===== src/rtl/cla_arbiter.sv =====
// Round-robin arbiter that sequences add requests from NREQ clients onto one shared cla_32bit adder.
// Define CLA_ARB_SUB_EN to enable per-request subtraction (A + ~B + 1).
module cla_arbiter #(
   parameter int unsigned N    = 32,
   parameter int unsigned NREQ = 4
) (
   input  logic                    clk,
   input  logic                    rst_n,
   input  logic [NREQ-1:0]         req_valid,
   output logic [NREQ-1:0]         req_ready,
   input  logic [NREQ*N-1:0]       req_a,
   input  logic [NREQ*N-1:0]       req_b,
   input  logic [NREQ-1:0]         req_cin,
   input  logic [NREQ-1:0]         req_sub,
   output logic                    rsp_valid,
   input  logic                    rsp_ready,
   output logic [N-1:0]            rsp_sum,
   output logic                    rsp_cout,
   output logic [$clog2(NREQ)-1:0] rsp_id
);
   localparam int unsigned IW = $clog2(NREQ);

   typedef enum logic [1:0] {IDLE, EXEC, RESP} state_t;

   state_t        state;
   logic [IW-1:0] ptr;
   logic [IW-1:0] id_q;
   logic [IW-1:0] grant_idx;
   logic          grant_any;
   logic [IW:0]   rr_sum;
   logic [IW-1:0] rr_idx;
   logic [N-1:0]  a_q, b_q;
   logic          cin_q;
   logic [N-1:0]  sel_a, sel_b, b_eff;
   logic          cin_eff;
   logic [N-1:0]  add_sum;
   logic          add_cout;

   // Cyclic first-valid search from ptr; descending scan so the lowest offset wins.
   always_comb begin
      grant_any = 1'b0;
      grant_idx = '0;
      rr_sum    = '0;
      rr_idx    = '0;
      for (int k = int'(NREQ) - 1; k >= 0; k--) begin
         rr_sum = {1'b0, ptr} + (IW+1)'(k);
         if (rr_sum >= (IW+1)'(NREQ)) rr_sum = rr_sum - (IW+1)'(NREQ);
         rr_idx = IW'(rr_sum);
         if (req_valid[rr_idx]) begin
            grant_any = 1'b1;
            grant_idx = rr_idx;
         end
      end
   end

   always_comb begin
      req_ready = '0;
      if (rst_n && state == IDLE && grant_any) req_ready[grant_idx] = 1'b1;
   end

   assign sel_a = req_a[32'(grant_idx)*N +: N];
   assign sel_b = req_b[32'(grant_idx)*N +: N];

`ifdef CLA_ARB_SUB_EN
   assign b_eff   = req_sub[grant_idx] ? ~sel_b : sel_b;
   assign cin_eff = req_sub[grant_idx] ? 1'b1 : req_cin[grant_idx];
`else
   logic unused_sub;
   assign unused_sub = ^req_sub;
   assign b_eff      = sel_b;
   assign cin_eff    = req_cin[grant_idx];
`endif

   cla_32bit #(.N(N)) u_add (
      .a    (a_q),
      .b    (b_q),
      .cin  (cin_q),
      .sum  (add_sum),
      .cout (add_cout)
   );

   always_ff @(posedge clk or negedge rst_n) begin
      if (!rst_n) begin
         state     <= IDLE;
         ptr       <= '0;
         id_q      <= '0;
         a_q       <= '0;
         b_q       <= '0;
         cin_q     <= 1'b0;
         rsp_valid <= 1'b0;
         rsp_sum   <= '0;
         rsp_cout  <= 1'b0;
         rsp_id    <= '0;
      end else begin
         case (state)
            IDLE: begin
               if (grant_any) begin
                  a_q   <= sel_a;
                  b_q   <= b_eff;
                  cin_q <= cin_eff;
                  id_q  <= grant_idx;
                  ptr   <= (grant_idx == IW'(NREQ - 1)) ? '0 : grant_idx + 1'b1;
                  state <= EXEC;
               end
            end
            EXEC: begin
               rsp_sum   <= add_sum;
               rsp_cout  <= add_cout;
               rsp_id    <= id_q;
               rsp_valid <= 1'b1;
               state     <= RESP;
            end
            RESP: begin
               if (rsp_ready) begin
                  rsp_valid <= 1'b0;
                  state     <= IDLE;
               end
            end
            default: state <= IDLE;
         endcase
      end
   end
endmodule

// Carry-lookahead adder: 4-bit lookahead groups, group carries chained.
module cla_32bit #(
   parameter int unsigned N = 32
) (
   input  logic [N-1:0] a,
   input  logic [N-1:0] b,
   input  logic         cin,
   output logic [N-1:0] sum,
   output logic         cout
);
   localparam int unsigned NG = (N + 3) / 4;
   localparam int unsigned W  = NG * 4;

   logic [W-1:0] ap, bp, g, p;
   logic [W:0]   c;
   logic [3:0]   gg, pg;
   logic         ci;

   assign ap = W'(a);
   assign bp = W'(b);
   assign g  = ap & bp;
   assign p  = ap ^ bp;

   always_comb begin
      c    = '0;
      c[0] = cin;
      gg   = '0;
      pg   = '0;
      ci   = 1'b0;
      for (int gi = 0; gi < int'(NG); gi++) begin
         gg = g[4*gi +: 4];
         pg = p[4*gi +: 4];
         ci = c[4*gi];
         c[4*gi+1] = gg[0] | (pg[0] & ci);
         c[4*gi+2] = gg[1] | (pg[1] & gg[0]) | (pg[1] & pg[0] & ci);
         c[4*gi+3] = gg[2] | (pg[2] & gg[1]) | (pg[2] & pg[1] & gg[0])
                   | (pg[2] & pg[1] & pg[0] & ci);
         c[4*gi+4] = gg[3] | (pg[3] & gg[2]) | (pg[3] & pg[2] & gg[1])
                   | (pg[3] & pg[2] & pg[1] & gg[0]) | (pg[3] & pg[2] & pg[1] & pg[0] & ci);
      end
   end

   assign sum  = p[N-1:0] ^ c[N-1:0];
   assign cout = c[N];
endmodule


===== config.mk =====
export PLATFORM = sky130hd
export DESIGN_NAME = cla_arbiter
export DESIGN_NICKNAME = d
export VERILOG_FILES = /design/src/rtl/cla_arbiter.sv
export SDC_FILE = /design/constraint.sdc
export NUM_CORES = 1
export LEC_CHECK = 0
export BUFFER_PORTS_ARGS = -buffer_cell sky130_fd_sc_hd__buf_4
export CORE_MARGIN = 10
export CORE_UTILIZATION = 54
export CTS_BUF_LIST = sky130_fd_sc_hd__clkbuf_8
export DETAILED_ROUTE_END_ITERATION = 8
export MAX_ROUTING_LAYER = met4
export PLACE_DENSITY = 0.89
export SLEW_MARGIN = 20
export SYNTH_ARGS = -nofsm -noshare
export SYNTH_HDL_FRONTEND = slang
export SYNTH_SLANG_ARGS = --single-unit

===== constraint.sdc =====
create_clock -name clk -period 6.6 [get_ports clk]
set_clock_uncertainty 0.05 [all_clocks]
set_input_delay 0.66 -clock clk [delete_from_list [all_inputs] [get_ports clk]]
set_output_delay 0.66 -clock clk [all_outputs]
set_load 0.005 [all_outputs]

======== Word level (Yosys, flattened, before mapping) ========
Index checks and enable logic that the tools add are counted.
storage, ports and cells
  output and inout bits ................... 40
  register bits ........................... 107
operators by class
  bitwise operators ....................... 211
  muxes and demuxes ....................... 31
  equality and inequality tests ........... 5
  magnitude comparators ................... 10
  shifts and indexed selects .............. 2
  $add $sub $neg .......................... 8
  reduce and logical (&&, ||, !) cells .... 8
operators by type and width
  cell                                                                          number
  128-bit by 8-bit indexed part select with 32-bit output                       2
  1-bit AND                                                                     128
  1-bit bitwise OR                                                              80
  32-bit bitwise XOR                                                            2
  32-bit AND                                                                    1
  2-bit 2-to-1 mux                                                              11
  2-bit by 3-bit less-than comparator with 1-bit output, second input constant  5
  1-bit 2-to-1 mux                                                              11
  1-bit binary-select mux with 2-bit select                                     5
  3-bit >= comparator, second input constant                                    3
  2-bit by 1-bit subtractor with 2-bit output, second input constant            4
  2-bit by 2-bit adder with 3-bit output, second input constant                 2
  2-bit one-hot mux with 3 select lines                                         1
  2-bit AND reduction                                                           3
  2-bit == test, second input constant                                          2
  4-bit 2-to-1 mux                                                              1
  2-bit != test, second input constant                                          2
  2-bit by 1-bit adder with 3-bit output, second input constant                 1
  2-bit by 3-bit >= comparator with 1-bit output, second input constant         1
  1-bit logical AND                                                             3
  2-bit by 1-bit adder with 2-bit output, second input constant                 1
  1-bit demux with 2-bit select                                                 1
  2-bit by 1-bit == test with 1-bit output, second input constant               1
  2-bit by 1-bit >= comparator with 1-bit output, second input constant         1
  other kinds (3)                                                               3

======== Longest topological paths before layout ========
  word-level depth ........................ 21
  mapped depth ............................ 12

======== Hierarchy ========
A second synthesis with hierarchy kept.
second synthesis, totals
  cells, all modules ...................... 881
  area total of the unflattened synthesis .. 7,285.7 µm²
modules (own cells, without submodules)
  module       area each (µm²)  instances  cells an instance
  cla_arbiter  5,760.5          1          691
  cla_32bit    1,525.2          1          190

======== Least setup slack after synthesis ========
Ideal clock, no wire load.
  kind .................................... flip-flop to flip-flop
  start ................................... register a_q[0]
  end ..................................... register rsp_sum[12]
  buffers on the path ..................... 0
  arrival time ............................ 2.909 ns
  library setup time ...................... 0.125 ns
  clock period less this slack ............ 3.084 ns
  cell stages (with the launch flop) ...... 12
  slack ................................... 3.516 ns
  path through ............................ dfrtp_1 ha_1 a211o_1 and4b_1 or2_1 o21a_1 o21ai_1 a21oi_1 o21a_1 or2_2 fa_1 mux2_2
on the way
  longest elaborated chain between the ends .. 9
  elaborated cells between the ends (all ways) .. 12
  classes of those cells .................. bitwise: 12
ends and longest elaborated chain
  element                                                  line      source
  start, declared                                          32        logic [N-1:0] a_q, b_q;
  start signal, assigned                                   98        a_q <= sel_a;
  32-bit AND / 32-bit bitwise XOR (equally long branches)  145, 146
  1-bit AND                                                163       | (pg[3] & pg[2] & pg[1] & gg[0]) | (pg[3] & pg[2] & pg[1] & pg[0] & ci);
  1-bit bitwise OR / 1-bit AND (equally long branches)     163
  1-bit bitwise OR *                                       163
  1-bit AND *                                              163
  1-bit bitwise OR *                                       163
  1-bit AND *                                              163
  1-bit bitwise OR *                                       163
  32-bit bitwise XOR *                                     167       assign sum = p[N-1:0] ^ c[N-1:0];
  via add_sum[12]                                          36        logic [N-1:0] add_sum;
  end signal, assigned                                     107       rsp_sum <= add_sum;
  end, declared                                            17        output logic [N-1:0] rsp_sum,
Mark *: on every way through the listed nets, which the timed path passes. The rest lies on a longest branch.
A chain may end at the register's enable or synchronous reset.

======== Worst setup path in the final report ========
  start ................................... register ptr[1]
  end ..................................... output port req_ready[3]
on the way
  longest elaborated chain between the ends .. 14
  elaborated cells between the ends (all ways) .. 38
  classes of those cells .................. add/sub: 7; order compare: 6; mux: 23; reduce/logical: 2
ends and longest elaborated chain
  element                                                                                                                                               line  source
  start, declared                                                                                                                                       26    logic [IW-1:0] ptr;
  start signal, assigned                                                                                                                                102   ptr <= (grant_idx == IW'(NREQ - 1)) ? '0 : grant_idx + 1'b1;
  2-bit by 2-bit adder with 3-bit output                                                                                                                46    rr_sum = {1'b0, ptr} + (IW+1)'(k);
  3-bit >= comparator / 2-bit by 1-bit subtractor with 2-bit output (equally long branches)                                                             47    if (rr_sum >= (IW+1)'(NREQ)) rr_sum = rr_sum - (IW+1)'(NREQ);
  2-bit 2-to-1 mux                                                                                                                                      47
  1-bit binary-select mux with 2-bit select                                                                                                             49    if (req_valid[rr_idx]) begin
  1-bit 2-to-1 mux (not written as such)                                                                                                                49
  2-bit 2-to-1 mux (4 in series)                                                                                                                        49
  2-bit by 3-bit less-than comparator with 1-bit output (not written as such) / 2-bit by 1-bit >= comparator with 1-bit output (equally long branches)  58    if (rst_n && state == IDLE && grant_any) req_ready[grant_idx] = 1'b1;
  1-bit logical AND (not written as such)                                                                                                               58
  1-bit 2-to-1 mux (not written as such)                                                                                                                58
  1-bit demux with 2-bit select                                                                                                                         58
  4-bit 2-to-1 mux *                                                                                                                                    58
  end, declared                                                                                                                                         10    output logic [NREQ-1:0] req_ready,
Mark *: on every way between the ends. The rest lies on a longest branch, timed or not. The select of a mux whose other input is x is not followed.

==> results.py <==
metrics = {
    "drt": {
        "ant_nets": 0,
        "viasPerCell": 5.325,
        "vias": 7775,
        "route.detailed.drc": 0,
        "post_drt_wl_per_cell_um": 16.33,
        "drt_first_pass_iters": 5,
        "totalWireLength_um": 23840,
        "first_iter_violations": 472,
    },
    "timing": {
        "maxSlewViolCount": 0,
        "timing_hold_violations_final": 0,
        "setup_viol_count_final": 0,
        "setup_tns_ns": 0,
        "rsz0062_at_grt": "no",
        "layout_min_cycle_time_ns": 3.560,
        "tightestPinTransition_ns": 0.9102,
        "fin_crit_sh_pct": 53.94,
        "slew_headroom_pct": 39.32,
        "fmax_ghz": 0.2809,
    },
    "min_path": {
        "hp-class": "primary input to asynchronous set/reset pin",
    },
    "power": {
        "ir_worst_vdd_mv": 0.2422,
        "p_leak_nw": 5.010,
        "power.density_nw_per_um2": 464.4,
    },
    "synthesis": {
        "synth_seq_area_share_pct": 36.36,
        "synthFlopType": "dfrtp_1",
        "synthesis.nets": 1336,
        "avgSynthCellArea_um2": 7.212,
        "synth-async-reset-ratio_pct": 100.0,
        "synth.most_common_cell": "nand2_1",
        "yosys.area.top_type": "dfrtp_1",
        "yosys-top-cells-count": "233 x nand2_1, 193 x nor2_1, 137 x o21ai_0",
        "synth_warnings": 0,
        "ys_seq_elements": 107,
        "synthTopCellsByArea": "dfrtp_1 36%, nand2_1 12%, nor2_1 9.8%",
        "synth-edff-count": 0,
        "yosysTopAreaCellShare_pct": 36.36,
        "yosysUniqueCellTypes": 50,
        "syn-cell-area_um2": 7363,
        "synthCells": 1021,
    },
    "global_route": {
        "overflow": 0,
        "grt_pass1_vias": 7295,
        "grt_first_pass_wirelength_um": 36470,
        "met3_usage_pct": 5.279,
        "antenna_found_initial": 0,
        "grt_max_degree": 109,
        "grtUsageTotal_pct": 24.94,
        "met1_usage_pct": 30.82,
        "busiest_layer": "met2",
        "grt_use_met2_pct": 41.30,
    },
    "floorplanning": {
        "die_area_um2": 18710,
        "rows": 42,
        "io_pins": 311,
        "fp.dieW_um": 136.8,
        "initial_core_util_pct": 55.38,
        "die_h_um": 136.8,
        "core_area_um2": 13300,
    },
    "clocking": {
        "root_buffer": "clkbuf_8",
        "clock_sinks": 107,
        "cts-resized-gates": 0,
        "cts_buffer_depth": 2,
        "htree_levels": 3,
        "postCtsSetupRepairBufs": 0,
        "cts_tree": "yes",
        "clk_pin_slew_worst_paths_ns": 0.10,
        "cts_buffers": 9,
        "clock_latency_ns": 0.37,
        "holdBufCountCts": 0,
    },
    "place": {
        "gp_congestion": 0.8802,
        "hpwl_um": 18830,
        "dp.cells": 1444,
        "io_buffers": 306,
    },
    "worst_setup_path": {
        "startpoint_type": "register",
        "critical_path_class": "register to output pin",
        "critPathMaxFanout": 65,
        "ff2ff_path_depth": 9,
        "worstSetupEndpointType": "output pin",
        "arrival_ns": 2.85,
        "required_ns": 5.89,
    },
    "layout": {
        "syn2layout_area_growth_pct": 34.80,
        "drive_gt1_share_pct": 27.41,
        "fill_cells": 1058,
        "nNetsFinal": 1594,
        "stdcell_count": 1460,
        "antenna_cells": 0,
    },
    "job": {
        "drv_cap": 0,
    },
    "status": {
        "status": "completed",
    },
}
[worst max-delay path, stage by stage (launching register included)]
cell	delay [ns]
dfrtp_1	0.49
mux2i_1	0.23
nor2_1	0.06
or3_4	0.66
inv_4	0.51
ha_1	0.26
and3_1	0.15
buf_4	0.11
[registers in the layout, indices dropped and copies added (netlist names)]
signal     count
ptr            2
rsp_sum       32
b_q           32
rsp_valid      1
cin_q          1
rsp_cout       1
rsp_id         2
a_q           32
id_q           2
state          2
[final timing paths]
| check | start | end | slack (ns) |
|---|---|---|---|
| max in group asynchronous | rst_n | rsp_sum[26]$_DFFE_PN0P_ | 5.06 |
| setup reg to reg | ptr[1]$_DFFE_PN0P_ | a_q[9]$_DFFE_PN0P_ | 3.17 |
| hold reg to reg | rsp_sum[19]$_DFFE_PN0P_ | rsp_sum[19]$_DFFE_PN0P_ | 0.44 |
| min in group clk | rsp_ready | state[1]$_DFFE_PN0P_ | 0.43 |
| hold / removal | rst_n | rsp_valid$_DFFE_PN0P_ | 0.26 |
| setup / recovery | ptr[1]$_DFFE_PN0P_ | req_ready[3] | 3.04 |
[area by class of cell]
cell class                      count  area, um^2  share of cell area (%)
Clock buffer                       11       151.4                   1.525
Clock inverter                      5       106.4                   1.071
Inverter                           15       58.81                  0.5925
Multi-Input combinational cell    833        4362                   43.94
Sequential cell                   107        2678                   26.98
Tap cell                          176       220.2                   2.219
Timing Repair Buffer              313        2350                   23.67
[routing by layer]
metal	share of wire, %	wire length (um)
met5	0	0
met4	1.7	412
met3	6.9	1636
met2	50	11950
met1	41	9845
[report_power, final]
| group | internal (mW) | leakage (nW) | switching [mW] | total [mW] |
|---|---|---|---|---|
| Sequential | 1.01 | 1.30 | 0.230 | 1.24 |
| Combinational | 1.22 | 3.58 | 1.66 | 2.88 |
| Clock | 0.274 | 0.126 | 0.217 | 0.491 |
[placed cells by master (no fill, tap or decap), types with 4 or more instances in the layout]
| cell | synthesis | routed |
|---|---|---|
| buf_4 | 7 | 313 |
| nand2_1 | 233 | 233 |
| nor2_1 | 193 | 193 |
| o21ai_0 | 137 | 137 |
| dfrtp_1 | 107 | 107 |
| nand3_1 | 78 | 78 |
| ha_1 | 36 | 36 |
| o21ai_1 | 21 | 21 |
| a21oi_1 | 21 | 21 |
| inv_1 | 14 | 14 |
| xnor2_1 | 11 | 11 |
| clkbuf_8 | 0 | 11 |
| mux2_2 | 9 | 9 |
| xor2_1 | 9 | 9 |
| fa_1 | 8 | 8 |
| o21a_1 | 7 | 7 |
| a21o_1 | 7 | 7 |
| and3_1 | 6 | 6 |
| nand4_1 | 5 | 5 |
| nor3_1 | 5 | 5 |
| nor3b_1 | 4 | 4 |
[cell families (layout without fill, tap and decap cells)]
| group | Yosys count | count (layout) | share of synthesized area (%) |
|---|---|---|---|
| flip-flops | 107 | 107 | 36.36 |
| AO/OA/AOI/OAI | 219 | 219 | 16.47 |
| multiplexers | 10 | 10 | 1.512 |
| XOR/XNOR | 20 | 20 | 2.379 |
| AND/OR/NAND/NOR | 540 | 540 | 30.23 |
| buffers and inverters | 81 | 344 | 4.758 |
| adder cells (fa/ha/maj) | 44 | 44 | 8.292 |
[through the flow]
step	utilization [%]	cell area [um^2]	hold WS, ns	setup slack (ns)	total power [mW]
6_report	74.66	9926	0.2553	3.040	4.609
2_1_floorplan	-	7363	0.3144	3.516	3.262
4_1_cts	74.66	9926	0.2692	3.033	4.629
3_5_place_dp	72.72	9668	0.4210	2.942	4.123
5_1_grt	74.66	9926	0.2844	2.845	5.075
3_3_place_gp	72.72	9668	0.4100	2.975	4.017
(Power assumes the default switching activity.)
